<file path="config.mk">
export PLATFORM = sky130hd
export DESIGN_NAME = days_to_date_flat
export DESIGN_NICKNAME = d
export VERILOG_FILES = /design/src/rtl/days_to_date_if.sv /design/src/rtl/days_to_date.sv /design/src/flat_wrapper.sv
export SDC_FILE = /design/constraint.sdc
export NUM_CORES = 1
export LEC_CHECK = 0
export ABC_AREA = 0
export ABC_CLOCK_PERIOD_IN_PS = 9000
export CAP_MARGIN = 40
export CORE_MARGIN = 4
export CORE_UTILIZATION = 50
export CTS_CLUSTER_DIAMETER = 120
export CTS_CLUSTER_SIZE = 10
export DETAILED_ROUTE_END_ITERATION = 12
export GPL_TIMING_DRIVEN = 1
export PLACE_DENSITY = 0.79
export SETUP_SLACK_MARGIN = 0.3
export SYNTH_ARGS = -nofsm -noshare
export SYNTH_HDL_FRONTEND = slang
export SYNTH_SLANG_ARGS = --single-unit
</file>
<file path="constraint.sdc">
create_clock -name clk -period 9 [get_ports clk]
set_input_delay 1.35 -clock clk [delete_from_list [all_inputs] [get_ports clk]]
set_output_delay 1.35 -clock clk [all_outputs]
set_load 0.005 [all_outputs]
</file>
<file path="src/rtl/days_to_date_if.sv">
// days_to_date_if -- request/response bundle for the day-number to date converter.
//   start : request strobe, sampled only while the converter is idle
//   days  : absolute day number, 1 = 0001-01-01 (proleptic Gregorian)
//   date  : {year[22:9], month[8:5], day[4:0]}, held until the next accepted start
//   busy  : conversion in flight
//   done  : one-cycle pulse when date/err are updated
//   err   : input was day 0
// master = requester side, slave = converter side.
interface days_to_date_if;
  logic        start;
  logic [21:0] days;
  logic [22:0] date;
  logic        busy;
  logic        done;
  logic        err;

  modport master (output start, days, input date, busy, done, err);
  modport slave  (input start, days, output date, busy, done, err);
endinterface

</file>
<file path="src/rtl/days_to_date.sv">
// days_to_date -- iterative day-number to calendar-date converter.
//   clk   : sole clock, rising edge
//   reset : asynchronous, active-high; aborts any conversion in flight
//   bus   : days_to_date_if slave (start/days in; date/busy/done/err out)
// Strips whole 400-year cycles, then single years, then months, doing one
// subtraction (or one state change) per clock. The residue left at the end
// is the day of month. All comparisons are strict so a residue equal to the
// period length lands on the last day of that period.
module days_to_date (
  input logic          clk,
  input logic          reset,
  days_to_date_if.slave bus
);

  localparam logic [21:0] QUAD_DAYS = 22'd146097;

  typedef enum logic [1:0] {IDLE, QUAD, YEAR, MONTH} state_t;

  state_t      state, state_n;
  logic [21:0] rem, rem_n;
  logic [13:0] yr, yr_n;
  logic [3:0]  mon, mon_n;
  logic [22:0] date, date_n;
  logic        busy, busy_n;
  logic        done, done_n;
  logic        err, err_n;

  logic        leap;
  logic [21:0] ylen;
  logic [21:0] mlen;

  // Gregorian leap rule on the running year.
  assign leap = ((yr[1:0] == 2'd0) && ((yr % 14'd100) != 14'd0)) ||
                ((yr % 14'd400) == 14'd0);
  assign ylen = leap ? 22'd366 : 22'd365;

  always_comb begin
    mlen = 22'd31;
    case (mon)
      4'd2:                      mlen = leap ? 22'd29 : 22'd28;
      4'd4, 4'd6, 4'd9, 4'd11:   mlen = 22'd30;
      default:                   mlen = 22'd31;
    endcase
  end

  always_comb begin
    state_n = state;
    rem_n   = rem;
    yr_n    = yr;
    mon_n   = mon;
    date_n  = date;
    busy_n  = busy;
    done_n  = 1'b0;
    err_n   = err;
    case (state)
      IDLE: begin
        if (bus.start) begin
          if (bus.days != 22'd0) begin
            rem_n   = bus.days;
            yr_n    = 14'd1;
            mon_n   = 4'd1;
            err_n   = 1'b0;
            busy_n  = 1'b1;
            state_n = QUAD;
          end else begin
            // Day 0 has no date: flag it immediately without going busy.
            date_n = '0;
            err_n  = 1'b1;
            done_n = 1'b1;
          end
        end
      end
      QUAD: begin
        if (rem > QUAD_DAYS) begin
          rem_n = rem - QUAD_DAYS;
          yr_n  = yr + 14'd400;
        end else begin
          state_n = YEAR;
        end
      end
      YEAR: begin
        if (rem > ylen) begin
          rem_n = rem - ylen;
          yr_n  = yr + 14'd1;
        end else begin
          state_n = MONTH;
        end
      end
      MONTH: begin
        if (rem > mlen) begin
          rem_n = rem - mlen;
          mon_n = mon + 4'd1;
        end else begin
          // rem <= 31 here, so the low five bits are the day of month.
          date_n  = {yr, mon, rem[4:0]};
          done_n  = 1'b1;
          busy_n  = 1'b0;
          state_n = IDLE;
        end
      end
      default: state_n = IDLE;
    endcase
  end

  always_ff @(posedge clk or posedge reset) begin
    if (reset) begin
      state <= IDLE;
      rem   <= '0;
      yr    <= '0;
      mon   <= '0;
      date  <= '0;
      busy  <= 1'b0;
      done  <= 1'b0;
      err   <= 1'b0;
    end else begin
      state <= state_n;
      rem   <= rem_n;
      yr    <= yr_n;
      mon   <= mon_n;
      date  <= date_n;
      busy  <= busy_n;
      done  <= done_n;
      err   <= err_n;
    end
  end

  assign bus.date = date;
  assign bus.busy = busy;
  assign bus.done = done;
  assign bus.err  = err;

endmodule

</file>
<file path="src/flat_wrapper.sv">
// flat-port wrapper written by rule: the top's interface ports become plain ports
module days_to_date_flat 
  (clk, reset, bus_start, bus_days, bus_date, bus_busy, bus_done, bus_err);
  days_to_date_if bus_i ();
  input logic clk;
  input logic reset;
  input wire logic [$bits(bus_i.start)-1:0] bus_start;
  input wire logic [$bits(bus_i.days)-1:0] bus_days;
  output wire logic [$bits(bus_i.date)-1:0] bus_date;
  output wire logic [$bits(bus_i.busy)-1:0] bus_busy;
  output wire logic [$bits(bus_i.done)-1:0] bus_done;
  output wire logic [$bits(bus_i.err)-1:0] bus_err;
  assign bus_i.start = bus_start;
  assign bus_i.days = bus_days;
  assign bus_date = bus_i.date;
  assign bus_busy = bus_i.busy;
  assign bus_done = bus_i.done;
  assign bus_err = bus_i.err;
  days_to_date u_core (.clk(clk), .reset(reset), .bus(bus_i));
endmodule
</file>
==> results.sh, run 1 <==
export IMPL_p_clk_share_pct=14.9
export IMPL_p_comb_share_pct=64.0
export IMPL_drt_initial_drc_count=856
export IMPL_io_pins=51
export IMPL_antennaDiodeCount=0
export IMPL_synth_top_cell_area_share_pct=25.4
export IMPL_worstMarginPinSlew_ns=0.884
export IMPL_via_per_inst=6.59
export IMPL_synth_nets=924
export IMPL_port_buffers=50
export IMPL_netlist_instances=878
export IMPL_final_nets=958
export IMPL_cp_top_family="compound AO/OA/AOI/OAI gates"
export IMPL_ys_ff_latch=68
export IMPL_synthTopCellsByArea="dfrtp_1 25%, nand2_1 5.5%, o21ai_0 5.5%, a21oi_1 4.8%, nor2_1 4.7%"
export IMPL_wl_per_cell_um=18.6
export IMPL_rsz0062_at_grt="no"
export IMPL_layout_cells_non_filler=1093
export IMPL_htree_num_levels=3
export IMPL_cpPeakStageDelay_ns=0.55
export IMPL_synthArstFlopShare_pct=100
export IMPL_track_usage_pct=25.6
export IMPL_final_max_slew_viol_count=0
export IMPL_hold_buffers=0
export IMPL_initial_core_util_pct=50.8
export IMPL_p_seq_share_pct=21.1
export IMPL_swShare_pct=50.8
export IMPL_yosysTopAreaCell="dfrtp_1"
export IMPL_rows=42
export IMPL_placed_cells=1062
export IMPL_ys_seq_area_share_pct=25.4
export IMPL_die_area_sq_mm=0.0153
export IMPL_outcome="completed"
export IMPL_hold_class="register to register"
export IMPL_n_fill_cell=1139
export IMPL_final_util_pct=60.8
export IMPL_ir_drop_mv=0.252
export IMPL_synth_top_cells_by_count="98 x nand2_1, 83 x nor2_1, 73 x o21ai_0, 68 x dfrtp_1, 64 x a21oi_1"
export IMPL_worstPathRequired_ns=9.23
export IMPL_core_sq_mm=0.0132
export IMPL_cp_arrival_ns=8.70
export IMPL_die_w_um=124
export IMPL_setup_viol=0
export IMPL_wl_um=20300
export IMPL_yosysMostFrequentCell="nand2_1"
export IMPL_netlist_area_sq_mm=0.00670
export IMPL_grt_max_degree=59
export IMPL_syn_area_per_cell_sq_um=7.63
export IMPL_drc=0
export IMPL_internal_power_w=0.00131
export IMPL_dp_hpwl_um=13700
export IMPL_vias=7199
export IMPL_min_period_ns=8.47
export IMPL_ant_nets=0
export IMPL_cts_buffer_depth=2
export IMPL_area_growth_pct=19.8
export IMPL_drv_cap=0
export IMPL_worstSetupPathType="register to register"
export IMPL_cp_start_kind="register"
export IMPL_clk_pin_slew_ns=0.06
export IMPL_grt_pass1_vias=6403
export IMPL_maxSlewHeadroom_pct=41.0
export IMPL_hold_depth=2
export IMPL_cts_tree="built"
export IMPL_seq_area_sq_mm=0.00170
export IMPL_clock_latency_ns=0.34
export IMPL_hold_violations=0
export IMPL_p_sw_w=0.00135
export IMPL_antenna_found_initial=0
export IMPL_drt_pass1_iterations=9
export IMPL_drive_gt1_share_pct=13.7
export IMPL_crit_fanout=7
export IMPL_globalplace_congestion=0.952
export IMPL_multiInputGateArea_sq_mm=0.00481
export IMPL_cts_made_buffers=9
export IMPL_cpMaxStageDelayCell="or4_4"
export IMPL_timing_hold_ws_ns=0.493
export IMPL_yosysUniqueCellTypes=100
export IMPL_cellPowerDensity_mw_per_mm2=331
export IMPL_ff2ff_path_depth=38
export IMPL_fmax_mhz=118
export IMPL_worst_path_stages=38
export IMPL_root_buffer="clkbuf_16"
export IMPL_fin_crit_sh_pct=94.1
export IMPL_yosys_warnings=0
export IMPL_cts_sinks=68
export IMPL_leakage_nw=3.17
export IMPL_timing_critical_path_buf_inv=4
export IMPL_synth_edf_count=0
export IMPL_worst_setup_path_end_kind="register"
export IMPL_setup_tns_ns=0
export IMPL_synthFlopType="dfrtp_1"
export IMPL_clock_skew_ns=0.00778
export IMPL_grt_overflow=0
export IMPL_grt_pass1_wl_um=31900
export IMPL_dieHeight_um=124
registers in the layout, indices dropped and copies added, names as in the netlist:
register,cells
u_core.rem,22
u_core.bus.done,1
u_core.state,2
u_core.mon,4
u_core.bus.date,23
u_core.yr,14
u_core.bus.busy,1
u_core.bus.err,1
final cells by class:
cell class	instances	share of cell area, %
repair buffers	90	10.5
inverters	30	1.44
clock buffers	9	2.81
well taps	176	2.75
multi-input cells	713	59.9
clock inverters	7	1.31
flip-flops and latches	68	21.2
placed cells by master, fill, tap and decap left out, types with 11 or more instances in the layout:
master,Yosys,routed
a21oi_1,64,63
buf_4,1,37
o211ai_1,11,11
a31oi_1,11,11
nor3_1,14,11
dfrtp_1,68,67
nand2_1,98,97
and3_1,12,11
xnor2_1,15,15
a22o_1,23,23
nor4_1,17,17
o21ai_0,73,72
a221oi_1,11,11
ha_1,19,17
inv_1,28,26
o31ai_1,11,11
clkdlybuf4s50_1,0,50
nor2_1,83,83
nand3_1,22,21
metrics by stage:
| stage | cell area, sq um | worst slack [ns] | power, W |
|---|---|---|---|
| final | 8020 | 0.530 | 0.00266 |
| after floorplan | 6700 | 0.716 | 0.00173 |
| after detailed placement | 7370 | 0.0343 | 0.00210 |
| after CTS | 7740 | 0.376 | 0.00252 |
| after global placement | 7340 | 0.333 | 0.00207 |
| after global routing | 8020 | 0.0668 | 0.00286 |
worst reg2reg max path: cells and delay by family (launching register included):
family | cells | cell delay [ns]
AOI/OAI and AO/OA | 15 | 3.20
adders and majority gates | 4 | 1.18
buffers and inverters | 4 | 0.47
DFF | 1 | 0.39
muxes | 1 | 0.09
and+or+nand+nor | 14 | 3.05
cell families (layout without fill, tap and decap cells):
family          after synthesis  after routing  synth area share (%)
compound gates              326            326                  34.3
xor+xnor                     26             26                  3.40
fa+ha+maj                    22             22                  4.30
buf+inv                      97            136                  5.72
flops                        68             68                  25.4
mux                          16             16                  2.73
simple gates                323            323                  24.2
what timing repair did:
item                       in CTS  in global routing
buffers inserted                1                 14
resized for setup               8                 37
setup endpoints to repair      40                 66
pin swaps                       1                 11
hold endpoints to repair        0                  0
power by group through the flow:
stage	Combinational [W]	Sequential, W	Clock, W
floorplan	0.00128	0.000446	0
global placement	0.00152	0.000554	0
detailed placement	0.00155	0.000556	0
CTS	0.00157	0.000551	0.000401
global route	0.00187	0.000577	0.000415
finish	0.00170	0.000561	0.000396
final timing paths:
| kind | start | endpoint | slack (ns) |
|---|---|---|---|
| min | u_core.bus.date[5] | u_core.bus.date[5] | 0.49 |
| min in group asynchronous | reset | u_core.bus.date[12] | 1.31 |
| max reg2reg | u_core.yr[5] | u_core.yr[9] | 0.53 |
| max in group asynchronous | reset | u_core.yr[11] | 7.15 |
| min reg2reg | u_core.bus.date[5] | u_core.bus.date[5] | 0.49 |
| max | u_core.yr[5] | u_core.yr[9] | 0.53 |
routing by layer:
metal  vias up  track usage [%]  routed length [um]
met3        46             4.09                1600
li1       3371                -                   -
met4         0             6.78                 439
met2       395             41.9                9660
met5         -                0                   0
met1      3387             35.2                8640
(Power assumes the default switching activity.)
==> inputs of run 2 (changes only) <==
- CORE_ASPECT_RATIO: not set -> 1.5
==> run 2 against run 1 <==
Effect of this change:
- register-to-register slack gained 0.12 ns
- critical path depth shrank 2
- critical path type unchanged
- combinational power grew 2%
- fmax grew 1.4%
- worst setup slack gained 0.12 ns
- clock-buffer cell count is the same
- cell area grew 0.58%
==> results.sh, run 2 (same netlist as run 1, synthesis figures left out) <==
export IMPL_outcome="completed"
export IMPL_cts_buffer_depth=2
export IMPL_dieHeight_um=150
export IMPL_port_buffers=50
export IMPL_vias=7275
export IMPL_final_util_pct=61.7
export IMPL_setup_viol=0
export IMPL_worstMarginPinSlew_ns=0.829
export IMPL_placed_cells=1050
export IMPL_hold_violations=0
export IMPL_drt_initial_drc_count=612
export IMPL_design_area_sq_mm=0.00807
export IMPL_cts_made_buffers=9
export IMPL_worstPathRequired_ns=9.24
export IMPL_core_sq_mm=0.0131
export IMPL_setup_tns_ns=0
export IMPL_ir_drop_mv=0.221
export IMPL_grt_max_degree=67
export IMPL_cpPeakStageDelay_ns=0.56
export IMPL_initial_core_util_pct=51.2
export IMPL_n_fill_cell=1112
export IMPL_final_cell_mix="98 x nand2_1, 83 x nor2_1, 71 x o21ai_0, 67 x dfrtp_1, 62 x a21oi_1"
export IMPL_dp_hpwl_um=15000
export IMPL_timing_rr_start="u_core.yr[5]"
export IMPL_track_usage_pct=27.4
export IMPL_hold_class="register to register"
export IMPL_clk_pin_slew_ns=0.06
export IMPL_final_nets=973
export IMPL_ff2ff_path_depth=36
export IMPL_largest_reg_flops=23
export IMPL_fin_crit_sh_pct=92.8
export IMPL_crit_fanout=14
export IMPL_startpoint="u_core.yr[5]"
export IMPL_largest_registers="u_core.bus.date: 23 flops, u_core.rem: 22 flops, u_core.yr: 14 flops"
export IMPL_worstSetupPathType="register to register"
export IMPL_antennaDiodeCount=0
export IMPL_die_area_sq_mm=0.0153
export IMPL_via_per_inst=6.67
export IMPL_root_buffer="clkbuf_16"
export IMPL_rrSetupSlack_ns=0.65
export IMPL_cp_start_kind="register"
export IMPL_cts_sinks=68
export IMPL_maxSlewHeadroom_pct=44.7
export IMPL_cp_arrival_ns=8.59
export IMPL_io_pins=51
export IMPL_globalplace_congestion=0.982
export IMPL_grt_overflow=0
export IMPL_die_w_um=102
export IMPL_drv_cap=0
export IMPL_clock_latency_ns=0.33
export IMPL_wl_um=21500
export IMPL_r2r_end="u_core.rem[18]"
export IMPL_hp_start="u_core.bus.date[11]"
export IMPL_ant_nets=0
export IMPL_drc=0
export IMPL_layout_cells_non_filler=1091
export IMPL_regMostFlops="u_core.bus.date"
export IMPL_grt_pass1_wl_um=34100
export IMPL_whs_endpoint="u_core.bus.date[11]"
export IMPL_grt_pass1_vias=7051
export IMPL_hold_buffers=0
export IMPL_worst_setup_path_end_kind="register"
export IMPL_timing_hold_ws_ns=0.512
export IMPL_rsz0062_at_grt="no"
export IMPL_min_period_ns=8.35
export IMPL_htree_num_levels=3
export IMPL_dpl_cell_area_sq_mm=0.00737
export IMPL_cpMaxStageDelayCell="or4b_4"
export IMPL_hold_depth=1
export IMPL_rows=51
export IMPL_clock_skew_ns=0.00904
export IMPL_cts_tree="built"
export IMPL_final_max_slew_viol_count=0
export IMPL_fmax_mhz=120
export IMPL_area_growth_pct=20.5
export IMPL_leakage_nw=3.22
export IMPL_drive_gt1_share_pct=15.1
export IMPL_antenna_found_initial=0
export IMPL_wl_per_cell_um=19.7
export IMPL_final_common_cell="nand2_1"
export IMPL_drt_pass1_iterations=5
export IMPL_cellPowerDensity_mw_per_mm2=330
run 2: metrics by stage:
step                total power (W)  setup slack [ns]
floorplan                   0.00173             0.716
global placement            0.00212             0.411
detailed placement          0.00214             0.112
CTS                         0.00252             0.320
global route                0.00286             0.214
finish                      0.00266             0.646
run 2: worst max path at each step:
stage / end / slack, ns / cells after the start
2_1_floorplan: u_core.yr[10] / 0.72 / 35
3_3_place_gp: u_core.rem[18] / 0.41 / 35
3_5_place_dp: u_core.rem[18] / 0.11 / 35
4_1_cts: u_core.rem[18] / 0.32 / 35
5_1_grt: u_core.rem[18] / 0.21 / 36
6_report: u_core.rem[18] / 0.65 / 36
run 2: power breakdown:
part / internal (W) / total (W) / switching [W]
clock network: 0.000216 / 0.000360 / 0.000144
registers: 0.000386 / 0.000564 / 0.000177
logic: 0.000692 / 0.00174 / 0.00105
run 2: timing repair:
item	4_1_cts	5_1_grt
pin swaps	1	15
gates cloned	0	1
setup endpoints to repair	22	67
gates resized for setup	4	41
buffers inserted	3	21
run 2: layout make-up:
type	instances	area [sq um]	share of cell area, %
clock buffer	9	225	2.79
clock inverter	7	76.3	0.946
inverter	30	113	1.40
multi-input combinational	714	4830	59.8
sequential	68	1700	21.1
tap	159	199	2.47
timing repair buffer	104	926	11.5
run 2: critical path, delay by kind of cell, from the launching register on:
kind	cells	cell delay [ns]
multiplexers	2	0.68
flip-flops	1	0.39
AO/OA/AOI/OAI	14	3.02
buffers and inverters	6	0.81
AND/OR/NAND/NOR	11	2.48
adder cells (fa/ha/maj)	3	0.84
run 2: per-layer routing:
| metal | vias to the layer above | global-route usage [%] | wire, um |
|---|---|---|---|
| met5 | - | 0 | 0 |
| met4 | 0 | 18.4 | 1470 |
| met3 | 104 | 3.59 | 1130 |
| met2 | 334 | 48.3 | 11100 |
| met1 | 3433 | 29.9 | 7780 |
| li1 | 3404 | - | - |
